--- src/rtl/intersection_pkg.sv ---
// intersection_pkg
// Shared types for the two-way intersection controller:
//   state_e  - controller phase
//   dir_e    - which direction receives the next green after clearance
//   lamp_t   - one signal head (red/yellow/green), with one-hot encodings
//   timer_width() - phase-timer width sized to the longest phase parameter
package intersection_pkg;

    typedef enum logic [2:0] {
        CLR      = 3'd0,
        NS_GRN   = 3'd1,
        NS_YEL   = 3'd2,
        EW_GRN   = 3'd3,
        EW_YEL   = 3'd4,
        PED_WALK = 3'd5
    } state_e;

    typedef enum logic {
        DIR_NS = 1'b0,
        DIR_EW = 1'b1
    } dir_e;

    typedef struct packed {
        logic red;
        logic yellow;
        logic green;
    } lamp_t;

    localparam lamp_t LAMP_RED    = 3'b100;
    localparam lamp_t LAMP_YELLOW = 3'b010;
    localparam lamp_t LAMP_GREEN  = 3'b001;

    function automatic int max_int(input int a, input int b);
        return (a > b) ? a : b;
    endfunction

    // Wide enough to hold the largest phase length.
    function automatic int timer_width(input int g_min, input int g_max,
                                       input int yel, input int clr,
                                       input int walk);
        int m;
        m = max_int(max_int(max_int(g_min, g_max), max_int(yel, clr)), walk);
        return $clog2(m + 1);
    endfunction

endpackage

--- src/rtl/intersection_if.sv ---
// intersection_if
// Sensor inputs and lamp outputs of the intersection controller.
//   car_ns, car_ew : vehicle presence levels
//   ped_req        : pedestrian button
//   ped_ack        : one-cycle pulse on entry to the walk phase
//   ns_*/ew_*      : one-hot signal heads per direction
//   walk           : pedestrian walk lamp
// Modports: master = environment (drives sensors), slave = controller.
interface intersection_if;
    logic car_ns;
    logic car_ew;
    logic ped_req;
    logic ped_ack;
    logic ns_red;
    logic ns_yellow;
    logic ns_green;
    logic ew_red;
    logic ew_yellow;
    logic ew_green;
    logic walk;

    modport master (
        output car_ns, car_ew, ped_req,
        input  ped_ack, ns_red, ns_yellow, ns_green,
        input  ew_red, ew_yellow, ew_green, walk
    );

    modport slave (
        input  car_ns, car_ew, ped_req,
        output ped_ack, ns_red, ns_yellow, ns_green,
        output ew_red, ew_yellow, ew_green, walk
    );
endinterface

--- src/rtl/intersection_phase_timer.sv ---
// phase_timer
// Up-counter measuring time spent in the current phase.
//   clk, rst : clock and synchronous active-high reset
//   clr      : restart the count at zero on the next edge (phase entry)
//   limit    : count stops advancing once it reaches this value
//   count    : cycles spent in the current phase (saturating)
//   tc       : terminal count, high while count has reached limit
module phase_timer #(
    parameter int WIDTH = 3
) (
    input  logic             clk,
    input  logic             rst,
    input  logic             clr,
    input  logic [WIDTH-1:0] limit,
    output logic [WIDTH-1:0] count,
    output logic             tc
);

    logic [WIDTH-1:0] count_q;
    logic [WIDTH-1:0] count_d;

    always_comb begin
        count_d = count_q;
        if (clr) begin
            count_d = '0;
        end else if (count_q < limit) begin
            count_d = count_q + 1'b1;
        end
    end

    always_ff @(posedge clk) begin
        if (rst) begin
            count_q <= '0;
        end else begin
            count_q <= count_d;
        end
    end

    assign count = count_q;
    // The count never passes limit unless limit shrinks on a phase change,
    // and every phase change also clears the count, so >= is safe here.
    assign tc    = (count_q >= limit);

endmodule

--- src/rtl/intersection_ctrl.sv ---
// intersection_ctrl
// Two-way intersection controller: sequences NS and EW signal heads plus a
// pedestrian walk phase. Green time is demand-actuated between GREEN_MIN and
// GREEN_MAX; every change of right-of-way passes through an all-red CLR.
//   clk, rst : clock and synchronous active-high reset
//   bus      : intersection_if.slave - sensors in, lamps and ped_ack out
// All outputs are registered and decoded from the next state, so lamps change
// on the same edge as the state register.
module intersection_ctrl
    import intersection_pkg::*;
#(
    parameter int GREEN_MIN = 3,
    parameter int GREEN_MAX = 6,
    parameter int YELLOW    = 2,
    parameter int CLEAR     = 1,
    parameter int WALK      = 4
) (
    input  logic          clk,
    input  logic          rst,
    intersection_if.slave bus
);

    localparam int TW = timer_width(GREEN_MIN, GREEN_MAX, YELLOW, CLEAR, WALK);

    // Last timer value of each phase (phase of length N runs 0..N-1).
    localparam logic [TW-1:0] T_GMIN  = TW'(GREEN_MIN - 1);
    localparam logic [TW-1:0] T_GMAX  = TW'(GREEN_MAX - 1);
    localparam logic [TW-1:0] T_YEL   = TW'(YELLOW - 1);
    localparam logic [TW-1:0] T_CLR   = TW'(CLEAR - 1);
    localparam logic [TW-1:0] T_WALK  = TW'(WALK - 1);

    state_e        state_q, state_d;
    dir_e          next_dir_q, next_dir_d;
    logic          ped_pending_q, ped_pending_d;
    lamp_t         ns_lamp_q, ns_lamp_d;
    lamp_t         ew_lamp_q, ew_lamp_d;
    logic          walk_q, walk_d;
    logic          ped_ack_q, ped_ack_d;

    logic [TW-1:0] timer;
    logic [TW-1:0] timer_limit;
    logic          timer_tc;
    logic          phase_change;
    logic          enter_walk;
    logic          ns_cross_demand;
    logic          ew_cross_demand;

    // ------------------------------------------------------------------
    // Phase timer: restarts on every state entry, saturates at the last
    // cycle of the current phase (greens saturate at GREEN_MAX-1).
    // ------------------------------------------------------------------
    always_comb begin
        timer_limit = T_CLR;
        case (state_q)
            CLR:      timer_limit = T_CLR;
            NS_GRN:   timer_limit = T_GMAX;
            EW_GRN:   timer_limit = T_GMAX;
            NS_YEL:   timer_limit = T_YEL;
            EW_YEL:   timer_limit = T_YEL;
            PED_WALK: timer_limit = T_WALK;
            default:  timer_limit = T_CLR;
        endcase
    end

    assign phase_change = (state_d != state_q);

    phase_timer #(
        .WIDTH (TW)
    ) u_timer (
        .clk   (clk),
        .rst   (rst),
        .clr   (phase_change),
        .limit (timer_limit),
        .count (timer),
        .tc    (timer_tc)
    );

    assign ns_cross_demand = bus.car_ew | ped_pending_q;
    assign ew_cross_demand = bus.car_ns | ped_pending_q;

    // ------------------------------------------------------------------
    // Next-state logic
    // ------------------------------------------------------------------
    always_comb begin
        state_d    = state_q;
        next_dir_d = next_dir_q;
        case (state_q)
            CLR: begin
                if (timer_tc) begin
                    if (ped_pending_q) begin
                        state_d = PED_WALK;
                    end else if (next_dir_q == DIR_NS) begin
                        state_d = NS_GRN;
                    end else begin
                        state_d = EW_GRN;
                    end
                end
            end
            NS_GRN: begin
                // Gap-out once min green is served and own traffic is gone;
                // max-out only bounds green while someone else is waiting.
                if (ns_cross_demand &&
                    (((timer >= T_GMIN) && !bus.car_ns) || (timer >= T_GMAX))) begin
                    state_d = NS_YEL;
                end
            end
            NS_YEL: begin
                if (timer_tc) begin
                    state_d    = CLR;
                    next_dir_d = DIR_EW;
                end
            end
            EW_GRN: begin
                if (ew_cross_demand &&
                    (((timer >= T_GMIN) && !bus.car_ew) || (timer >= T_GMAX))) begin
                    state_d = EW_YEL;
                end
            end
            EW_YEL: begin
                if (timer_tc) begin
                    state_d    = CLR;
                    next_dir_d = DIR_NS;
                end
            end
            PED_WALK: begin
                // next_dir is left alone so the interrupted rotation resumes.
                if (timer_tc) begin
                    state_d = CLR;
                end
            end
            default: begin
                state_d = CLR;
            end
        endcase
    end

    // ------------------------------------------------------------------
    // Pedestrian request latch. Requests during the walk itself are
    // dropped so a held button cannot chain walk phases forever.
    // ------------------------------------------------------------------
    assign enter_walk = (state_d == PED_WALK) && (state_q != PED_WALK);

    always_comb begin
        ped_pending_d = ped_pending_q;
        if (bus.ped_req && (state_q != PED_WALK)) begin
            ped_pending_d = 1'b1;
        end
        if (enter_walk) begin
            ped_pending_d = 1'b0;
        end
    end

    // ------------------------------------------------------------------
    // Output decode from the next state (registered below).
    // ------------------------------------------------------------------
    always_comb begin
        ns_lamp_d = LAMP_RED;
        ew_lamp_d = LAMP_RED;
        walk_d    = 1'b0;
        ped_ack_d = enter_walk;
        case (state_d)
            NS_GRN:   ns_lamp_d = LAMP_GREEN;
            NS_YEL:   ns_lamp_d = LAMP_YELLOW;
            EW_GRN:   ew_lamp_d = LAMP_GREEN;
            EW_YEL:   ew_lamp_d = LAMP_YELLOW;
            PED_WALK: walk_d    = 1'b1;
            default: begin
                ns_lamp_d = LAMP_RED;
                ew_lamp_d = LAMP_RED;
            end
        endcase
    end

    always_ff @(posedge clk) begin
        if (rst) begin
            state_q       <= CLR;
            next_dir_q    <= DIR_NS;
            ped_pending_q <= 1'b0;
            ns_lamp_q     <= LAMP_RED;
            ew_lamp_q     <= LAMP_RED;
            walk_q        <= 1'b0;
            ped_ack_q     <= 1'b0;
        end else begin
            state_q       <= state_d;
            next_dir_q    <= next_dir_d;
            ped_pending_q <= ped_pending_d;
            ns_lamp_q     <= ns_lamp_d;
            ew_lamp_q     <= ew_lamp_d;
            walk_q        <= walk_d;
            ped_ack_q     <= ped_ack_d;
        end
    end

    assign bus.ns_red    = ns_lamp_q.red;
    assign bus.ns_yellow = ns_lamp_q.yellow;
    assign bus.ns_green  = ns_lamp_q.green;
    assign bus.ew_red    = ew_lamp_q.red;
    assign bus.ew_yellow = ew_lamp_q.yellow;
    assign bus.ew_green  = ew_lamp_q.green;
    assign bus.walk      = walk_q;
    assign bus.ped_ack   = ped_ack_q;

endmodule

--- src/flat_wrapper.sv ---
// flat-port wrapper written by rule: the top's interface ports become plain ports
module intersection_ctrl_flat import intersection_pkg::*;
#(
    parameter int GREEN_MIN = 3,
    parameter int GREEN_MAX = 6,
    parameter int YELLOW    = 2,
    parameter int CLEAR     = 1,
    parameter int WALK      = 4
)
  (clk, rst, bus_car_ns, bus_car_ew, bus_ped_req, bus_ped_ack, bus_ns_red, bus_ns_yellow, bus_ns_green, bus_ew_red, bus_ew_yellow, bus_ew_green, bus_walk);
  intersection_if bus_i ();
  input  logic clk;
  input  logic rst;
  input wire logic [$bits(bus_i.car_ns)-1:0] bus_car_ns;
  input wire logic [$bits(bus_i.car_ew)-1:0] bus_car_ew;
  input wire logic [$bits(bus_i.ped_req)-1:0] bus_ped_req;
  output wire logic [$bits(bus_i.ped_ack)-1:0] bus_ped_ack;
  output wire logic [$bits(bus_i.ns_red)-1:0] bus_ns_red;
  output wire logic [$bits(bus_i.ns_yellow)-1:0] bus_ns_yellow;
  output wire logic [$bits(bus_i.ns_green)-1:0] bus_ns_green;
  output wire logic [$bits(bus_i.ew_red)-1:0] bus_ew_red;
  output wire logic [$bits(bus_i.ew_yellow)-1:0] bus_ew_yellow;
  output wire logic [$bits(bus_i.ew_green)-1:0] bus_ew_green;
  output wire logic [$bits(bus_i.walk)-1:0] bus_walk;
  assign bus_i.car_ns = bus_car_ns;
  assign bus_i.car_ew = bus_car_ew;
  assign bus_i.ped_req = bus_ped_req;
  assign bus_ped_ack = bus_i.ped_ack;
  assign bus_ns_red = bus_i.ns_red;
  assign bus_ns_yellow = bus_i.ns_yellow;
  assign bus_ns_green = bus_i.ns_green;
  assign bus_ew_red = bus_i.ew_red;
  assign bus_ew_yellow = bus_i.ew_yellow;
  assign bus_ew_green = bus_i.ew_green;
  assign bus_walk = bus_i.walk;
  intersection_ctrl #(.GREEN_MIN(GREEN_MIN), .GREEN_MAX(GREEN_MAX), .YELLOW(YELLOW), .CLEAR(CLEAR), .WALK(WALK)) u_core (.clk(clk), .rst(rst), .bus(bus_i));
endmodule
--- config.mk ---
export PLATFORM = sky130hd
export DESIGN_NAME = intersection_ctrl_flat
export DESIGN_NICKNAME = d
export VERILOG_FILES = /design/src/rtl/intersection_pkg.sv /design/src/rtl/intersection_if.sv /design/src/rtl/intersection_phase_timer.sv /design/src/rtl/intersection_ctrl.sv /design/src/flat_wrapper.sv
export SDC_FILE = /design/constraint.sdc
export NUM_CORES = 1
export LEC_CHECK = 0
export ABC_CLOCK_PERIOD_IN_PS = 4050
export BUFFER_PORTS_ARGS = -buffer_cell sky130_fd_sc_hd__buf_4
export CORE_UTILIZATION = 55
export CTS_CLUSTER_SIZE = 20
export DETAILED_ROUTE_END_ITERATION = 12
export PLACE_DENSITY = 0.77
export SETUP_SLACK_MARGIN = 0.5
export SLEW_MARGIN = 30
export SYNTH_ARGS = -nofsm -noshare
export SYNTH_HDL_FRONTEND = slang
export SYNTH_HIERARCHICAL = 1
export SYNTH_SLANG_ARGS = --single-unit
--- constraint.sdc ---
create_clock -name clk -period 4.05 [get_ports clk]
set_clock_uncertainty 0.15 [all_clocks]
set_input_delay 0 -clock clk [delete_from_list [all_inputs] [get_ports clk]]
set_output_delay 0 -clock clk [all_outputs]
set_load 0.02 [all_outputs]
## Word level (Yosys, flattened, before mapping)

Index checks and enable logic that the tools add are counted.

- Muxes and demuxes: 14
- Equality and inequality tests: 14
- Reduce and logical (&&, ||, !) cells: 18
- Div/mod/pow operators: 0
- Magnitude comparators: 4
- Add/subtract/negate cells: 1
- Bitwise logic cells: 2
- Shift operators: 0
- Multiply operators: 0

Operators with widths:

| cell | number |
|---|---|
| $mux W3 | 5 |
| $eq A3 B2 Y1 const B | 4 |
| $eq A3 B3 Y1 const B | 4 |
| $pmux W3 S2 | 2 |
| $pmux W3 S4 | 1 |
| $pmux W3 S3 | 1 |
| $reduce_or A2 Y1 | 4 |
| $eq A3 B1 Y1 const B | 2 |
| $logic_and A1 B1 Y1 | 6 |
| $ne A2 B1 Y1 const B | 2 |
| $add A3 B1 Y3 const B | 1 |
| $ge A3 B2 Y1 const B | 1 |
| $ge A3 B3 Y1 | 1 |
| $ge A3 B3 Y1 const B | 1 |
| $logic_not A3 Y1 | 1 |
| $lt A3 B3 Y1 | 1 |
| $mux W1 | 3 |
| $ne A3 B3 Y1 | 1 |
| $ne A3 B3 Y1 const B | 1 |
| $reduce_and A3 Y1 | 1 |
| $reduce_or A3 Y1 | 1 |
| $logic_not A1 Y1 | 2 |
| $logic_or A1 B1 Y1 | 2 |
| $mux W2 | 1 |
| 3 further kinds | 4 |

- Memory bits (read-only): 0
- Logic and storage cells: 65
- Input bits: 5
- Output and inout bits: 8
- Bits in latches: 0
- RAM bits: 0
- Register bits: 16
- Memories kept: 0

## Logic depth before layout (Yosys ltp)

- Depth in word-level cells: 9
- Mapped depth: 14
- Depth with buffers taken out: 13

## Hierarchy

Netlist, hierarchy kept.

By module, submodules not included:

| module | cells each | area an instance (um^2) | sequential area each (um^2) | times used |
|---|---|---|---|---|
| intersection_ctrl | 83 | 701.9 | 260.2 | 1 |
| phase_timer | 27 | 226.5 | 60.1 | 1 |

## Worst setup path before layout

No wires, ideal clock.

- Path kind: reg-to-reg
- Start: reg u_core.state_q[2]
- End: reg u_core.u_timer.count_q[2], in the netlist u_core/u_timer/count[2]
- Setup time: 0.070 ns
- Buffers on the path: 1
- Stages on the path, launching flop included: 15
- Arrival time: 2.944 ns
- Required time: 3.830 ns
- Period minus slack after synthesis: 3.164 ns
- Slack: 0.886 ns
- Cells stage by stage: dfxtp_1 > buf_1 > nand2_1 > nor2_1 > inv_1 > ha_1 > nand3b_1 > nand3_1 > inv_1 > or4b_1 > a31oi_2 > and4_1 > o221ai_1 > or2_2 > a21oi_1

- Cells in the longest elaborated chain, start to end: 8
- Elaborated cells between the ends (all ways): 19
- Classes of those cells: order compare: 2; eq/ne: 6; mux: 6; reduce/logical: 5

Ends and longest elaborated chain:

| what | RTL line | source |
|---|---|---|
| start, declared | intersection_ctrl.sv:32 | `state_e state_q, state_d;` |
| start signal, assigned | intersection_ctrl.sv:184 | `state_q <= state_d;` |
| $eq A3 B2 Y1 (tied with other cells) | intersection_ctrl.sv:54 | `case (state_q)` |
| $reduce_or A2 Y1 (no source line) | - |  |
| $pmux W3 S3 (*) | intersection_ctrl.sv:54 |  |
| via u_core.timer_limit[1] | intersection_ctrl.sv:41 | `logic [TW-1:0] timer_limit;` |
| $ge A3 B3 Y1 (*) | intersection_phase_timer.sv:42 | `assign tc = (count_q >= limit);` |
| via u_core.timer_tc | intersection_ctrl.sv:42 | `logic timer_tc;` |
| $mux W3 (on tied branches) | - |  |
| $pmux W3 S4 (*) | intersection_ctrl.sv:87 | `case (state_q)` |
| $ne A3 B3 Y1 (*) | intersection_ctrl.sv:65 | `assign phase_change = (state_d != state_q);` |
| via u_core.phase_change | intersection_ctrl.sv:43 | `logic phase_change;` |
| $reduce_or A2 Y1 (no source line) (*) | - |  |
| end signal, assigned | intersection_phase_timer.sv:35 | `count_q <= count_d;` |
| end, declared | intersection_phase_timer.sv:19 | `logic [WIDTH-1:0] count_q;` |

The timed path passes the listed nets; every way through them passes the cells marked *.
A chain may end at the register's enable or synchronous reset.

## Worst setup path after layout

- Start: reg u_core.state_q[0]
- End: reg u_core.u_timer.count_q[0], in the netlist u_core/u_timer/count[0]

The elaborated chain is that of the path after synthesis.

==> results.cfg <==
[run_status]
outcome = finished, final reports clean

[synth]
yosys_most_used_dff = dfxtp_1
syn-cell-area_sq_um = 928.4
synthCells = 110
synth_async_sr_flop_share_pct = 0
synth.ff_latch_count = 16
post_synth_num_cell_types = 43
postSynthAreaPerCell_sq_um = 8.440
syn-num-nets = 119
yosys_warnings = 6
ys_seq_area_share_pct = 34.50
synth-edff-count = 0

[grt]
first_pass_grt_wire_length_mm = 3.070
grt_antenna_before_repair = 0
pin_count_of_the_biggest_net_entering_global_routing = 18
grt_overflow = 0
total_routing_resource_utilization_after_global_routing_pct = 21.48
first_global_vias = 745

[clock_network]
clock_insertion_delay_worst_skew_ns = 0.28
cts.sinks = 16
maximum_level_of_the_cts_h_tree = 1
postCtsSetupBuffers = 0
clock_tree.buffer_depth = 2
clock_tree_from_tritoncts = done
clkSlewWorstSetupHoldPaths_ns = 0.09
tritoncts.num_buffers = 3
clk_root_buffer_cell = clkbuf_4

[floorplanning]
floorplan.initialDensity_pct = 60.23
overall_die_area_sq_um = 1856
die_w_microns = 43.09
core_area_sq_um = 1541
boundaryPins = 13
die_h_microns = 43.09
std_cell_rows = 14

[timing]
finalSetupViolCount = 0
fin_crit_ns = 3.303
achievable-frequency_ghz = 0.3027
max_slew_margin_pct = 73.60
final.period_utilization_pct = 81.56
report.final.hold_viol_count = 0
slew_viol_final = 0
rsz0062_at_grt = no
finalSetupTns_ns = 0
whs_ns = 0.1922
worst-slew-pin-transition_ns = 0.3944

[placed_design]
portBuffers = 12
gpl.final_weighted_congestion = 0.9110
post-dp-hpwl_mm = 1.402

[drt]
postRouteWirelength_mm = 1.886
dr_wl_met2_microns = 946
avgRoutedWirePerCell_microns = 13.57
top_signal_layer_used = met3
met3RoutedLength_microns = 83
post_drt_via_cell_ratio = 6.029
num_vias = 838
drc = 0
antenna_violating_nets_post_route = 0
drt_pre_antenna_iters = 4
wl_met1_microns = 856
number_of_violations_reported_at_the_end_of_detailed_routing_iteration_0 = 26

[power_and_ir_drop]
powerDensity_nw_per_um2 = 809.9
cellLeakagePower_uw = 0.0004635
vdd.ir_drop.worst_mv = 0.4731

[setup_path]
cell_with_the_most_instances_on_the_worst_path = inv_1
critical_path.cell_chain = nor2b_1 -> inv_1 -> ha_1 -> nand3b_1 -> nand3_2 -> inv_1 -> or4b_1 -> a31oi_2 -> and4_1 -> o221ai_1 -> or2_2 -> a21oi_1
worstSetupPathType = register to register
critical_path.slowest_cell = or4b_1
critical_path.max_fanout = 11
worstPathArrival_ns = 3.36
worst-r2r-setup-slack_ns = 0.75
timing.critical_path.from_type = register
worstSetupEndpointType = register
total_buffers_and_inverters_traversed_by_the_critical_path = 2
worst_path_largest_cell_delay_ns = 0.49
critical_path_required_ns = 4.11
critical-path-top-delay-family = simple AND/OR/NAND/NOR gates

[cells_and_area]
nNetsFinal = 133
syn_to_final_growth_pct = 16.31
antenna_cells = 0
final_layout_size_suffix_gt1_share_pct = 23.58

[hold_path]
hold_class = input port to register

[run]
reported_max_cap_violation_count = 0
## per-stage QoR
stage / total power, uW / cells / setup slack, ns / util (%) / area, sq um
2_1_floorplan: 668.0 / 110 / 0.8859 / - / 928.4
3_3_place_gp: 736.0 / 133 / 0.7314 / 65.50 / 1010
3_5_place_dp: 751.6 / 133 / 0.6204 / 65.50 / 1010
4_1_cts: 856.6 / 139 / 0.5875 / 69.16 / 1066
5_1_grt: 943.1 / 139 / 0.5662 / 70.05 / 1080
6_report: 874.5 / 139 / 0.7467 / 70.05 / 1080
## Yosys cell counts, types with 2 or more instances
| master | instances | area [sq um] |
|---|---|---|
| o221ai_1 | 2 | 17.52 |
| inv_1 | 5 | 18.77 |
| nor2b_1 | 11 | 68.82 |
| nand2_1 | 3 | 11.26 |
| mux2i_1 | 2 | 20.02 |
| nand3_1 | 4 | 20.02 |
| a21oi_1 | 12 | 60.06 |
| ha_1 | 4 | 50.05 |
| nor2_1 | 13 | 48.80 |
| buf_2 | 2 | 10.01 |
| o21ai_0 | 3 | 15.01 |
| and2_1 | 2 | 12.51 |
| a211oi_1 | 2 | 15.01 |
| dfxtp_1 | 16 | 320.3 |
## registers in the layout (all words and copies together) (netlist names)
name	count
u_core/bus.walk	1
u_core/bus.ns_yellow	1
u_core/bus.ped_ack	1
u_core/next_dir_q	1
u_core/ped_pending_q	1
u_core/bus.ew_yellow	1
u_core/u_timer/count	3
u_core/state_q	3
u_core/bus.ns_green	1
u_core/bus.ew_red	1
u_core/bus.ns_red	1
u_core/bus.ew_green	1
## cells by family (layout without fill, tap and decap cells)
group	after synthesis	after routing	share of synthesized area, %
simple gates	46	46	29.11
compound gates	31	31	23.18
flops	16	16	34.50
buf+inv	11	24	5.659
fa+ha+maj	4	4	5.391
mux	2	2	2.156
## what timing repair did
action,4_1_cts,5_1_grt
endpoints found under the hold margin,14,0
resized for setup,0,5
hold buffers,2,0
endpoints found under the setup margin,0,3
## routing by layer
metal  vias up  track usage, %
met5         -               0
met4         0           6.667
met3         0           3.830
met2        21           38.51
met1       393           25.45
li1        424               -
## worst paths after layout
kind | from | endpoint | cells after the start
max | u_core/state_q[0]$_SDFF_PP0_ | u_core/u_timer/count[0]$_SDFFE_PP0N_ | 12
min reg2reg | u_core/next_dir_q$_SDFFE_PP0P_ | u_core/next_dir_q$_SDFFE_PP0P_ | 2
min | bus_car_ns | u_core/bus.ped_ack$_SDFF_PP0_ | 4
max reg2reg | u_core/state_q[0]$_SDFF_PP0_ | u_core/u_timer/count[0]$_SDFFE_PP0N_ | 12
## cell usage in the layout (no fill, tap or decap), drive strengths merged, types with 2 or more instances in the layout
cell type / n
a211oi: 2
a21o: 2
a21oi: 12
and2: 2
and3b: 3
buf: 12
clkbuf: 4
dfxtp: 16
dlygate4sd3: 2
ha: 4
inv: 5
mux2i: 2
nand2: 3
nand3: 4
nor2: 13
nor2b: 11
nor3: 2
o21ai: 3
o221ai: 2
## where the power goes
part	switching, uW	internal [uW]
clock network	48.0	54.6
registers	60.3	207
logic	283	222
total	391	483
## area by class of cell
cell class                 instances  area (sq um)
sequential                        16         324.1
fill                             137         461.7
clock buffer                       4         36.28
inverter                           6         23.77
timing repair buffer              14         110.1
multi-input combinational         83         565.5
tap                               16         20.02
## worst reg2reg max path, cell delays in order, from the launching register on
cell	delay, ns
dfxtp_2	0.45
nor2b_1	0.22
inv_1	0.07
ha_1	0.36
nand3b_1	0.16
nand3_2	0.15
inv_1	0.09
or4b_1	0.49
a31oi_2	0.25
and4_1	0.22
o221ai_1	0.12
or2_2	0.35
a21oi_1	0.15
Note: power is estimated with default switching activity, not from simulation.
